## src/rtl/serial_resp_pkg.sv

```systemverilog
// Shared definitions for the DL11-style serial console responder:
// register indices, CSR bit positions, default address and vectors.
package bk_serial_pkg;

    typedef enum logic [1:0] {
        REG_RCSR = 2'd0,
        REG_RBUF = 2'd1,
        REG_XCSR = 2'd2,
        REG_XBUF = 2'd3
    } reg_idx_e;

    localparam int BIT_DONE = 7;
    localparam int BIT_IE   = 6;

    localparam logic [15:0] DEF_BASE_ADDR = 16'o177560;
    localparam logic [15:0] DEF_RX_VEC    = 16'o000060;
    localparam logic [15:0] DEF_TX_VEC    = 16'o000064;

    // Both CSRs share the layout: status flag in bit 7, interrupt enable in bit 6.
    function automatic logic [15:0] csr_word(input logic flag, input logic ie);
        logic [15:0] w;
        w           = '0;
        w[BIT_DONE] = flag;
        w[BIT_IE]   = ie;
        return w;
    endfunction

endpackage

```

## src/rtl/serial_resp_if.sv

```systemverilog
// VM1 bus slice seen by the serial responder: address/data phase, strobes,
// bus clock enable, and the responder's read data and reply.
interface serial_resp_if;
    logic        ce;
    logic [15:0] bus_addr;
    logic [15:0] bus_din;
    logic        bus_sync;
    logic        bus_we;
    logic [1:0]  bus_wtbt;
    logic        bus_stb;
    logic [15:0] bus_dout;
    logic        bus_ack;

    modport master (
        output ce, bus_addr, bus_din, bus_sync, bus_we, bus_wtbt, bus_stb,
        input  bus_dout, bus_ack
    );

    modport slave (
        input  ce, bus_addr, bus_din, bus_sync, bus_we, bus_wtbt, bus_stb,
        output bus_dout, bus_ack
    );
endinterface

```

## src/rtl/serial_resp_irq_req.sv

```systemverilog
// Interrupt request latch: sets on a rising edge of the request condition,
// clears on acknowledge or when the condition goes away.
module serial_irq_req (
    input  logic clk_sys,
    input  logic reset_n,
    input  logic cond_i,
    input  logic iack_i,
    output logic req_o
);

    logic cond_q;
    logic req_q, req_d;

    always_comb begin
        req_d = req_q;
        if (cond_i && !cond_q) begin
            req_d = 1'b1;
        end else if (iack_i || !cond_i) begin
            req_d = 1'b0;
        end
    end

    always_ff @(posedge clk_sys) begin
        if (!reset_n) begin
            cond_q <= 1'b0;
            req_q  <= 1'b0;
        end else begin
            cond_q <= cond_i;
            req_q  <= req_d;
        end
    end

    assign req_o = req_q;

endmodule

```

## src/rtl/serial_resp.sv

```systemverilog
// DL11-style serial console responder (RCSR/RBUF/XCSR/XBUF) on the VM1 bus.
// Define SERIAL_IRQ_EN to build the RIE/TIE bits and the interrupt requests.
module serial_resp
    import bk_serial_pkg::*;
#(
    parameter logic [15:0] BASE_ADDR = DEF_BASE_ADDR,
    parameter logic [15:0] RX_VEC    = DEF_RX_VEC,
    parameter logic [15:0] TX_VEC    = DEF_TX_VEC
) (
    input  logic          clk_sys,
    input  logic          reset_n,
    serial_resp_if.slave  bus,
    input  logic [7:0]    in_data,
    input  logic          in_valid,
    output logic          in_ready,
    output logic [7:0]    out_data,
    output logic          out_valid,
    input  logic          out_ready,
    output logic          ireq_rx,
    output logic          ireq_tx,
    input  logic          iack_rx,
    input  logic          iack_tx
);

    logic     sel, acc, start, rd_start, wr_lo, rbuf_clr, accept;
    reg_idx_e idx;
    logic     rie, tie;
    logic     unused_ok;

    logic        acc_q;
    logic        ack_q, ack_d;
    logic        pend_q, pend_d;
    logic        done_q, done_d;
    logic        ready_q, ready_d;
    logic        outv_q, outv_d;
    logic        in_ready_q;
    logic [7:0]  rbuf_q, rbuf_d;
    logic [7:0]  out_data_q, out_data_d;
    logic [15:0] rdata, rdata_q;

    assign sel      = bus.bus_sync && (bus.bus_addr[15:3] == BASE_ADDR[15:3]);
    assign acc      = sel && bus.bus_stb;
    assign start    = acc && !acc_q;
    assign idx      = reg_idx_e'(bus.bus_addr[2:1]);
    assign rd_start = start && !bus.bus_we;
    assign wr_lo    = start && bus.bus_we && bus.bus_wtbt[0];
    assign rbuf_clr = rd_start && (idx == REG_RBUF);
    // A CPU read of RBUF takes precedence over a byte arriving in the same cycle.
    assign accept   = in_valid && in_ready_q && !rbuf_clr;

    always_comb begin
        rdata = '0;
        case (idx)
            REG_RCSR: rdata = csr_word(done_q, rie);
            REG_RBUF: rdata = {8'h00, rbuf_q};
            REG_XCSR: rdata = csr_word(ready_q, tie);
            default:  rdata = '0;
        endcase
    end

    // Read data is captured at access start so later receive activity cannot
    // alter the word the CPU is still sampling.
    assign bus.bus_dout = (acc && !bus.bus_we) ? (start ? rdata : rdata_q) : '0;
    assign bus.bus_ack  = ack_q;

    always_comb begin
        done_d     = done_q;
        rbuf_d     = rbuf_q;
        ready_d    = ready_q;
        outv_d     = outv_q;
        out_data_d = out_data_q;
        ack_d      = ack_q;
        pend_d     = pend_q;

        if (rbuf_clr) begin
            done_d = 1'b0;
        end else if (accept) begin
            done_d = 1'b1;
            rbuf_d = in_data;
        end

        if (outv_q && out_ready) begin
            outv_d  = 1'b0;
            ready_d = 1'b1;
        end
        if (wr_lo && (idx == REG_XBUF) && ready_q) begin
            out_data_d = bus.bus_din[7:0];
            outv_d     = 1'b1;
            ready_d    = 1'b0;
        end

        if (!bus.bus_stb) begin
            ack_d  = 1'b0;
            pend_d = 1'b0;
        end else if (start || pend_q) begin
            if (bus.ce) begin
                ack_d  = 1'b1;
                pend_d = 1'b0;
            end else begin
                pend_d = 1'b1;
            end
        end
    end

    always_ff @(posedge clk_sys) begin
        if (!reset_n) begin
            acc_q      <= 1'b0;
            ack_q      <= 1'b0;
            pend_q     <= 1'b0;
            done_q     <= 1'b0;
            ready_q    <= 1'b1;
            outv_q     <= 1'b0;
            in_ready_q <= 1'b0;
            rbuf_q     <= '0;
        end else begin
            acc_q      <= acc;
            ack_q      <= ack_d;
            pend_q     <= pend_d;
            done_q     <= done_d;
            ready_q    <= ready_d;
            outv_q     <= outv_d;
            in_ready_q <= !done_d;
            rbuf_q     <= rbuf_d;
        end
    end

    always_ff @(posedge clk_sys) begin
        out_data_q <= out_data_d;
        if (start) begin
            rdata_q <= rdata;
        end
    end

    assign in_ready  = in_ready_q;
    assign out_data  = out_data_q;
    assign out_valid = outv_q;

`ifdef SERIAL_IRQ_EN
    logic rie_q, tie_q;

    always_ff @(posedge clk_sys) begin
        if (!reset_n) begin
            rie_q <= 1'b0;
            tie_q <= 1'b0;
        end else if (wr_lo) begin
            if (idx == REG_RCSR) rie_q <= bus.bus_din[BIT_IE];
            if (idx == REG_XCSR) tie_q <= bus.bus_din[BIT_IE];
        end
    end

    assign rie = rie_q;
    assign tie = tie_q;

    serial_irq_req u_irq_rx (
        .clk_sys (clk_sys),
        .reset_n (reset_n),
        .cond_i  (rie_q && done_q),
        .iack_i  (iack_rx),
        .req_o   (ireq_rx)
    );

    serial_irq_req u_irq_tx (
        .clk_sys (clk_sys),
        .reset_n (reset_n),
        .cond_i  (tie_q && ready_q),
        .iack_i  (iack_tx),
        .req_o   (ireq_tx)
    );

    assign unused_ok = ^{bus.bus_din, bus.bus_addr[0], bus.bus_wtbt[1], RX_VEC, TX_VEC};
`else
    assign rie     = 1'b0;
    assign tie     = 1'b0;
    assign ireq_rx = 1'b0;
    assign ireq_tx = 1'b0;

    assign unused_ok = ^{bus.bus_din, bus.bus_addr[0], bus.bus_wtbt[1], RX_VEC, TX_VEC,
                         iack_rx, iack_tx};
`endif

endmodule

```

## src/flat_wrapper.sv

```systemverilog
// flat-port wrapper written by rule: the top's interface ports become plain ports
module serial_resp_flat import bk_serial_pkg::*;
#(
    parameter logic [15:0] BASE_ADDR = DEF_BASE_ADDR,
    parameter logic [15:0] RX_VEC    = DEF_RX_VEC,
    parameter logic [15:0] TX_VEC    = DEF_TX_VEC
)
  (clk_sys, reset_n, in_data, in_valid, in_ready, out_data, out_valid, out_ready, ireq_rx, ireq_tx, iack_rx, iack_tx, bus_ce, bus_bus_addr, bus_bus_din, bus_bus_sync, bus_bus_we, bus_bus_wtbt, bus_bus_stb, bus_bus_dout, bus_bus_ack);
  serial_resp_if bus_i ();
  input  logic clk_sys;
  input  logic reset_n;
  input  logic [7:0] in_data;
  input  logic in_valid;
  output logic in_ready;
  output logic [7:0] out_data;
  output logic out_valid;
  input  logic out_ready;
  output logic ireq_rx;
  output logic ireq_tx;
  input  logic iack_rx;
  input  logic iack_tx;
  input wire logic [$bits(bus_i.ce)-1:0] bus_ce;
  input wire logic [$bits(bus_i.bus_addr)-1:0] bus_bus_addr;
  input wire logic [$bits(bus_i.bus_din)-1:0] bus_bus_din;
  input wire logic [$bits(bus_i.bus_sync)-1:0] bus_bus_sync;
  input wire logic [$bits(bus_i.bus_we)-1:0] bus_bus_we;
  input wire logic [$bits(bus_i.bus_wtbt)-1:0] bus_bus_wtbt;
  input wire logic [$bits(bus_i.bus_stb)-1:0] bus_bus_stb;
  output wire logic [$bits(bus_i.bus_dout)-1:0] bus_bus_dout;
  output wire logic [$bits(bus_i.bus_ack)-1:0] bus_bus_ack;
  assign bus_i.ce = bus_ce;
  assign bus_i.bus_addr = bus_bus_addr;
  assign bus_i.bus_din = bus_bus_din;
  assign bus_i.bus_sync = bus_bus_sync;
  assign bus_i.bus_we = bus_bus_we;
  assign bus_i.bus_wtbt = bus_bus_wtbt;
  assign bus_i.bus_stb = bus_bus_stb;
  assign bus_bus_dout = bus_i.bus_dout;
  assign bus_bus_ack = bus_i.bus_ack;
  serial_resp #(.BASE_ADDR(BASE_ADDR), .RX_VEC(RX_VEC), .TX_VEC(TX_VEC)) u_core (.clk_sys(clk_sys), .reset_n(reset_n), .bus(bus_i), .in_data(in_data), .in_valid(in_valid), .in_ready(in_ready), .out_data(out_data), .out_valid(out_valid), .out_ready(out_ready), .ireq_rx(ireq_rx), .ireq_tx(ireq_tx), .iack_rx(iack_rx), .iack_tx(iack_tx));
endmodule
```

## config.mk

```make
export PLATFORM = sky130hd
export DESIGN_NAME = serial_resp_flat
export DESIGN_NICKNAME = d
export VERILOG_FILES = /design/src/rtl/serial_resp_pkg.sv /design/src/rtl/serial_resp_if.sv /design/src/rtl/serial_resp_irq_req.sv /design/src/rtl/serial_resp.sv /design/src/flat_wrapper.sv
export SDC_FILE = /design/constraint.sdc
export NUM_CORES = 1
export LEC_CHECK = 0
export CAP_MARGIN = 15
export CORE_UTILIZATION = 41
export DETAILED_ROUTE_END_ITERATION = 16
export GPL_TIMING_DRIVEN = 0
export PLACE_DENSITY_LB_ADDON = 0.25
export SYNTH_ARGS = -nofsm -noshare
export SYNTH_HDL_FRONTEND = slang
export SYNTH_SLANG_ARGS = --single-unit
```

## constraint.sdc

```tcl
create_clock -name clk_sys -period 2.1 [get_ports clk_sys]
set_input_delay 0.315 -clock clk_sys [delete_from_list [all_inputs] [get_ports clk_sys]]
set_output_delay 0.315 -clock clk_sys [all_outputs]
set_load 0.05 [all_outputs]
```

==> impl_metrics.ini <==
[status]
status = finished with violations
failed_checks = setup timing

[sta]
setup_viol = 16
worst_pin_slew_ps = 723
relSlewSlack = 0.515
fin_tns_setup_ps = -720
hold_viol = 0
max_freq_mhz = 445
skew_ps = 8.36
fin_crit_sh = 1.07
drv_slew = 0
period_minus_slack_ps = 2250
rsz0062_at_grt = true
fin_ws_ps = -148

[cts]
clk_path_buf_depth = 2
cts_tree = built
htree_levels = 2
worstSkewPairLatency_ps = 290
hold_buffers = 0
cts_buffers = 5
cts_sinks = 39
clk_pin_slew_ps = 80
cts_root_buf = clkbuf_8

[global_routing]
antenna_found_initial = 0
overflow = 0
grt_start_max_net_pins = 13
grt_pass1_vias = 1645
grt_usage = 0.218
grt_pass1_wl_um = 7370

[synth]
synthArstFlopShare = 0
synth.area.top_cells = dfxtp_1 (34%), edfxtp_1 (13%), nand3_1 (8.6%)
ys_types = 43
synthSimpleGateAreaFrac = 0.353
synth.top_cell.area_share = 0.343
yosysSeqAreaShare = 0.475
synth_top_family_by_area = simple AND/OR/NAND/NOR gates
synth_mux_area_frac = 0.0635
synthFlopType = dfxtp_1
synthTopCellsByCount = dfxtp_1 (31), nand3_1 (31), nand2_1 (19), nand4_1 (11)
synth-xor-area-share = 0
avgSynthCellArea_sq_um = 9.54
synth_compound_area_frac = 0.0490
synth_largest_area_cell = dfxtp_1
synth_edf_count = 8
syn_area_sq_um = 1810
synth.ff_latch_count = 39
synth_fa_ha_area_frac = 0
yosys_warnings = 0
synthCells = 190

[worst_setup_path]
path_buf_inv = 4
cp.required_ps = 1780
timing.critical_path.fanout_max = 8
cp_cell_sequence = clkbuf_2, nand4b_1, buf_4, nor4_4, buf_6, mux2_4, and2b_1, buf_6
crit_family = simple AND/OR/NAND/NOR gates
cp-start-kind = input port
crit_arrival_ps = 1930
critPathKind = input port to output port
slowest_stage = mux2_4
crit_top_cell = buf_6
crit_path_end_kind = output port
max_stage_delay_ps = 310

[die]
die-height_um = 68.5
placementRows = 23
die_w_um = 68.5
core-area_sq_um = 4120
initial_core_util = 0.440
dieArea_sq_um = 4690
io_pins = 81

[drt]
antenna_left = 0
viasPerCell = 5.36
drc = 0
vias = 1833
wl_per_cell_um = 17.0
dr.pass1.iters = 5
drt-total-wl_um = 5800
drt_iter0_markers = 69

[cells_and_area]
fill_cells = 255
area_delta_synth_final_pct = 74.9
diodes = 0
final_layout_size_suffix_gt1_frac = 0.380
final_nets = 343

[power_and_ir_drop]
max-vdd-ir-drop_mv = 0.230
total_leakage_power_nw = 1.23
power_per_cell_area_nw_per_um2 = 465

[place]
place_ws_ps = -1180
gp_congestion = 0.779
io_buffers = 66
hpwlAfterDp_um = 3180

[flow_run]
cap_violations = 0

[worst_hold_path]
min_path_type = input port to flop
## logic make-up (layout without fill, tap and decap cells)
kind of cell,count (synthesis),in the layout
multiplexers,10,10
buffers and inverters,19,120
AO/OA/AOI/OAI,14,14
other,1,2
flip-flops,39,39
AND/OR/NAND/NOR,107,107
## through the flow
stage,utilization,instance area [sq um],power [W],std cells,hold WS (ps)
floorplan,-,1830,0.000875,191,393
global placement,0.620,2550,0.000971,307,414
detailed placement,0.620,2550,0.000974,307,422
CTS,0.710,2920,0.00146,335,434
global route,0.770,3170,0.00152,342,467
finish,0.770,3170,0.00147,342,457
## path summary, 6_finish.rpt
check,slack (ps),cells past startpoint,endpoint,start
hold / removal,460,3,u_core.pend_q,bus_bus_stb
hold reg to reg,470,2,u_core.bus.bus_ack,u_core.bus.bus_ack
setup reg to reg,-50,13,u_core.rdata_q[3],u_core.acc_q
setup / recovery,-150,8,bus_bus_dout[7],bus_bus_addr[7]
## power by group
group / internal, W / leakage, nW / total, W / switching (W)
clock network: 0.000232 / 0.0412 / 0.000508 / 0.000276
logic: 0.0000907 / 0.870 / 0.000172 / 0.0000812
registers: 0.000780 / 0.324 / 0.000794 / 0.0000140
total: 0.00110 / 1.23 / 0.00147 / 0.000371
## layout by cell type (no fill, tap or decap), drive strengths merged, types with 2 or more instances in the layout
cell and n:
clkdlybuf4s50 35, nand3 31, o21ai 2, buf 48
dfxtp 31, clkbuf 16, and2 4, clkdlybuf4s15 7
dlygate4sd2 4, nand4 12, nor4 2, inv 8
nand2b 9, nor2 9, conb 2, edfxtp 8
a21oi 9, nor3 2, mux2 9, nor2b 4
nand4b 2, nand2 24
## layer usage
metal / GRT usage / share of wire / wire (um)
met5: 0 / 0 / 0
met4: 0.0807 / 0.035 / 205
met3: 0.0750 / 0.072 / 417
met2: 0.354 / 0.51 / 2960
met1: 0.262 / 0.38 / 2210
## state kept, by name, indices dropped and copies added, names as in the netlist
register	cells
u_core.acc_q	1
u_core.bus.bus_ack	1
u_core.done_q	1
u_core.in_ready	1
u_core.out_data	8
u_core.out_valid	1
u_core.pend_q	1
u_core.rbuf_q	8
u_core.rdata_q	16
u_core.ready_q	1
## cell type report
class / count / area [sq um] / area share
plain buffers: 10 / 70.1 / 0.0221
clock buffers: 6 / 72.6 / 0.0229
clock inverters: 2 / 12.5 / 0.00395
inverters: 8 / 30.0 / 0.00948
multi-input cells: 133 / 1110 / 0.351
flip-flops and latches: 39 / 862 / 0.272
well taps: 50 / 62.6 / 0.0197
repair buffers: 94 / 946 / 0.299
## worst register-to-register path, delay by kind of cell, from the launching register on
family                 cells  cell delay (ps)
buffers and inverters      9              860
AND/OR/NAND/NOR            4              840
flip-flops                 1              340
## what timing repair did
| item | CTS | global route |
|---|---|---|
| pin swaps | 15 | 24 |
| cloned | 1 | 0 |
| buffers inserted | 20 | 7 |
| resized for setup | 158 | 55 |
| endpoints found under the setup margin | 16 | 17 |
(Power assumes the default switching activity.)
==> RTL edit 1 (config.mk and constraints unchanged) <==
Add a define of `SERIAL_IRQ_EN`.
--- a/src/rtl/serial_resp.sv
+++ b/src/rtl/serial_resp.sv
@@ -2,2 +2,4 @@
 // Define SERIAL_IRQ_EN to build the RIE/TIE bits and the interrupt requests.
+`define SERIAL_IRQ_EN
+
 module serial_resp
Behaviour: not the same (Yosys sat finds a counterexample within 4 cycles, from zero or initial values and one cycle with reset_n low).
==> RTL edit 1 against the original RTL <==
Clock power rose by 32%; core utilization fell by 13 points; area after synthesis rose by 10%; worst hold slack got worse by 0.18 ns; sequential cell count rose by 6; routed wire length fell by 9.0%; cell area fell by 4.2%; sequential share of layout area rose by 5.1 points; total power rose by 19%; setup slack improved by 0.21 ns; cell count rose by 7.9%; sequential power rose by 14%; largest cell class unchanged.
==> RTL edit 1: results (changes against the original RTL) <==
- Post-CTS sizing: 165 (+4.4%)
- Iteration-0 DRC Markers: 87 (+26%)
- DR vias: 1963 (+7.1%)
- Largest net degree at the start of global routing: 16 (+3)
- Status: complete, no violations
- Commonest cells in the netlist: dfxtp_1 (37), and2_1 (19), nor2_1 (18)
- GR Util All Layers: 21.8% (+0.055 points)
- Worst Hold Path EP: u_core.bus.bus_ack
- Worst Skew: 0.00514 ns (-0.00322 ns)
- Slowest cell on the critical path: or4_4
- Number of global-route vias before repair: 1855 (+13%)
- Reg2Reg Depth: 6 (-7)
- Metal2 WL: 2.51 mm (-15%)
- Clock Buffer Count: 5 (-1)
- First-pass GRT wire length: 8.72 mm (+18%)
- DP HPWL: 3.55 mm (+12%)
- Netlist cell types: 37 (-14%)
- Layout fillers: 404 (+58%)
- VDD IR-drop max: 455 µV (+98%)
- Synth top area cells: dfxtp_1 (37%), edfxtp_1 (12%), and2_1 (5.9%)
- Final setup margin: 0.0658 ns (+0.214 ns)
- GPL Wtd Cong: 0.892 (+15%)
- Syn Inst Count: 216 (+14%)
- Non-clk bufs: 93 (-11%)
- Sink Count: 45 (+15%)
- Wire per inst: 14.3 µm (-16%)
- Worst slack at placement: -1.06 ns (+0.120 ns)
- Met3 wire len: 340 µm (-18%)
- Port Buffers: 70 (+6.1%)
- Postcts setup bufs: 7 (-65%)
- Post-Layout Cell Count: 369 (+7.9%)
- Multi-input gate share of total cell area: 34.2% (-0.93 points)
- Cells after DPL: 353 (+15%)
- FF+latch area: 981 µm² (+14%)
- Worst Path Arrival: 1.72 ns (-0.21 ns)
- Worst-Margin Slew: 0.499 ns (-0.225 ns)
- P per Cell Area: 578 nW/µm² (+24%)
- Compound-gate portion of the synthesized area: 16.9% (+12 points)
- Multiplexer share of the synthesized area: 1.50% (-4.9 points)
- Wire length on met1: 2.37 mm (+7.2%)
- Signal buf overhead: 26.6% (-5.5 points)
- Critical Path Max Stage Delay: 0.61 ns (+0.30 ns)
- Placed inst area: 2800 µm² (+9.6%)
==> RTL edit 1: cell types whose count changed after synthesis, moves of 6 or more <==
cell      delta
nand4_1      -8
o21ai_1      +6
mux2_2       -8
nor2_1       +9
nand3b_1     +7
nand3_1     -23
o211ai_1     +9
a32oi_1      +8
and3_1      +12
nand2b_1     -7
and2_1      +16
dfxtp_1      +6
==> RTL edit 1: worst max-delay path: cells and delay by family <==
| family | cells | cell delay, ns |
|---|---|---|
| simple gates | 2 | 0.83 |
| compound gates | 1 | 0.26 |
| buf+inv | 2 | 0.31 |
==> RTL edit 1: routing by layer <==
metal	vias up	GRT usage (%)
met5	-	0
met2	78	36.5
met1	922	28.0
met4	0	7.63
met3	6	4.50
li1	957	-
==> RTL edit 1: report_power, final <==
part	switching, mW	internal [mW]	total (mW)
clock	0.317	0.356	0.673
combinational	0.0780	0.0961	0.174
sequential	0.0141	0.893	0.907
total	0.409	1.35	1.75
==> RTL edit 2 (config.mk and constraints unchanged) <==
Made on the original files. `rbuf_q` no longer has a reset.
--- a/src/rtl/serial_resp.sv
+++ b/src/rtl/serial_resp.sv
@@ -113,3 +113,2 @@
             in_ready_q <= 1'b0;
-            rbuf_q     <= '0;
         end else begin
@@ -122,4 +121,7 @@
             in_ready_q <= !done_d;
-            rbuf_q     <= rbuf_d;
         end
+    end
+
+    always_ff @(posedge clk_sys) begin
+        rbuf_q <= rbuf_d;
     end
Formal check against the unedited RTL: differs if reset_n is asserted again (counterexample within 4 cycles, from zero or initial values and one cycle with reset_n low); with reset_n held inactive, the same outputs for 10 cycles.
==> RTL edit 2 against the original RTL <==
The run still ends with negative setup slack left; sequential cell count is the same; largest cell class is now registers; routed wire length down 30%; count of clock-buffer cells in the layout grew 1; area after synthesis decreased by 16%; cell area shrank 16%; setup slack better by 0.11 ns; via count down 27%; core utilization hardly changed; total power decreased by 1.9%.
==> RTL edit 2: results (changes against the original RTL) <==
- Status: complete, but fails checks
- Failing checks: negative setup slack
- Post-CTS sizing: 167 (+5.7%)
- Wire length on met1: 1.66 mm (-25%)
- Largest net degree at the start of global routing: 12 (-1)
- Metal2 WL: 2.06 mm (-31%)
- 1st-pass router iterations: 4 (-1)
- Commonest cells in the netlist: dfxtp_1 (23), edfxtp_1 (16), a21oi_1 (11), and2_1 (11)
- GPL Wtd Cong: 0.762 (-2.3%)
- Number of global-route vias before repair: 1330 (-19%)
- Iteration-0 DRC Markers: 38 (-45%)
- Worst Path Arrival: 1.82 ns (-0.11 ns)
- Slowest cell on the critical path: dfxtp_2
- Critical path fanouts, max: 4 (-4)
- Post-synthesis sequential area ratio: 62.1% (+15 points)
- Worst Hold Path EP: u_core.bus.bus_ack
- Worst hold margin: 0.303 ns (-0.154 ns)
- Sw Ratio: 21.2% (-4.0 points)
- R2R setup slack: 0.08 ns (+0.13 ns)
- Final setup violation count: 1 (-15)
- DP HPWL: 2.56 mm (-20%)
- Fraction of layout cells with a size suffix above 1: 34.7% (-3.3 points)
- Wire per inst: 15.0 µm (-11%)
- Layout fillers: 219 (-14%)
- GR Util met2: 34.6% (-0.77 points)
- CTS H-Tree Depth: 2 (unchanged)
- Combinational power: 0.134 mW (-22%)
- Critical Path Max Stage Delay: 0.34 ns (+0.03 ns)
- Final setup margin: -0.0341 ns (+0.114 ns)
- Reg2Reg Depth: 4 (-9)
- Postcts setup bufs: 9 (-55%)
- Clock group total power: 0.506 mW (about the same)
- Setup TNS: -0.0341 ns (+0.686 ns)
- Layout Nets: 276 (-20%)
- Synth top area cells: edfxtp_1 (32%), dfxtp_1 (30%), and2_1 (4.5%)
- Worst Skew: 0.0116 ns (+0.00320 ns)
- GR Util All Layers: 20.6% (-1.2 points)
## RTL edit 2: worst max path at each step
stage | start | end | cells after the start
2_1_floorplan | u_core.acc_q | bus_bus_dout[0] | 5
3_3_place_gp | bus_bus_stb | bus_bus_dout[7] | 6
3_5_place_dp | bus_bus_stb | bus_bus_dout[7] | 6
4_1_cts | u_core.acc_q | bus_bus_dout[7] | 6
5_1_grt | u_core.acc_q | bus_bus_dout[7] | 5
6_report | u_core.acc_q | bus_bus_dout[7] | 5
## RTL edit 2: layout make-up
class                      instances  area (µm²)  share of cell area, %
tap                               46        57.6                   2.17
sequential                        39         942                   35.6
timing repair buffer              80         790                   29.8
clock inverter                     1        3.75                  0.142
clock buffer                       7        86.3                   3.26
buffer                             4        37.5                   1.42
inverter                           8        30.0                   1.13
multi-input combinational         86         703                   26.5
## RTL edit 2: metrics by stage
stage | area (µm²) | std cells | util, % | power (mW) | setup slack (ns)
6_report | 2650 | 271 | 77.0 | 1.45 | -0.0341
5_1_grt | 2650 | 271 | 77.0 | 1.50 | -0.122
4_1_cts | 2570 | 267 | 74.8 | 1.45 | -0.145
3_5_place_dp | 2260 | 249 | 65.8 | 0.945 | -1.13
3_3_place_gp | 2260 | 249 | 65.8 | 0.941 | -1.05
2_1_floorplan | 1550 | 137 | - | 0.857 | 0.0226
## RTL edit 2: logic make-up after synthesis
| group | after synthesis | synth area share [%] |
|---|---|---|
| and+or+nand+nor | 57 | 23.3 |
| DFF | 39 | 62.1 |
| AOI/OAI and AO/OA | 24 | 8.59 |
| buffers and inverters | 13 | 4.38 |
| muxes | 2 | 1.40 |
| other | 1 | 0.247 |
## RTL edit 2: worst reg2reg max path, cell delays in order (launching register included)
cell       delay (ns)
dfxtp_2          0.34
nand4bb_4        0.25
buf_4            0.15
or4_1            0.46
nor3_4           0.46
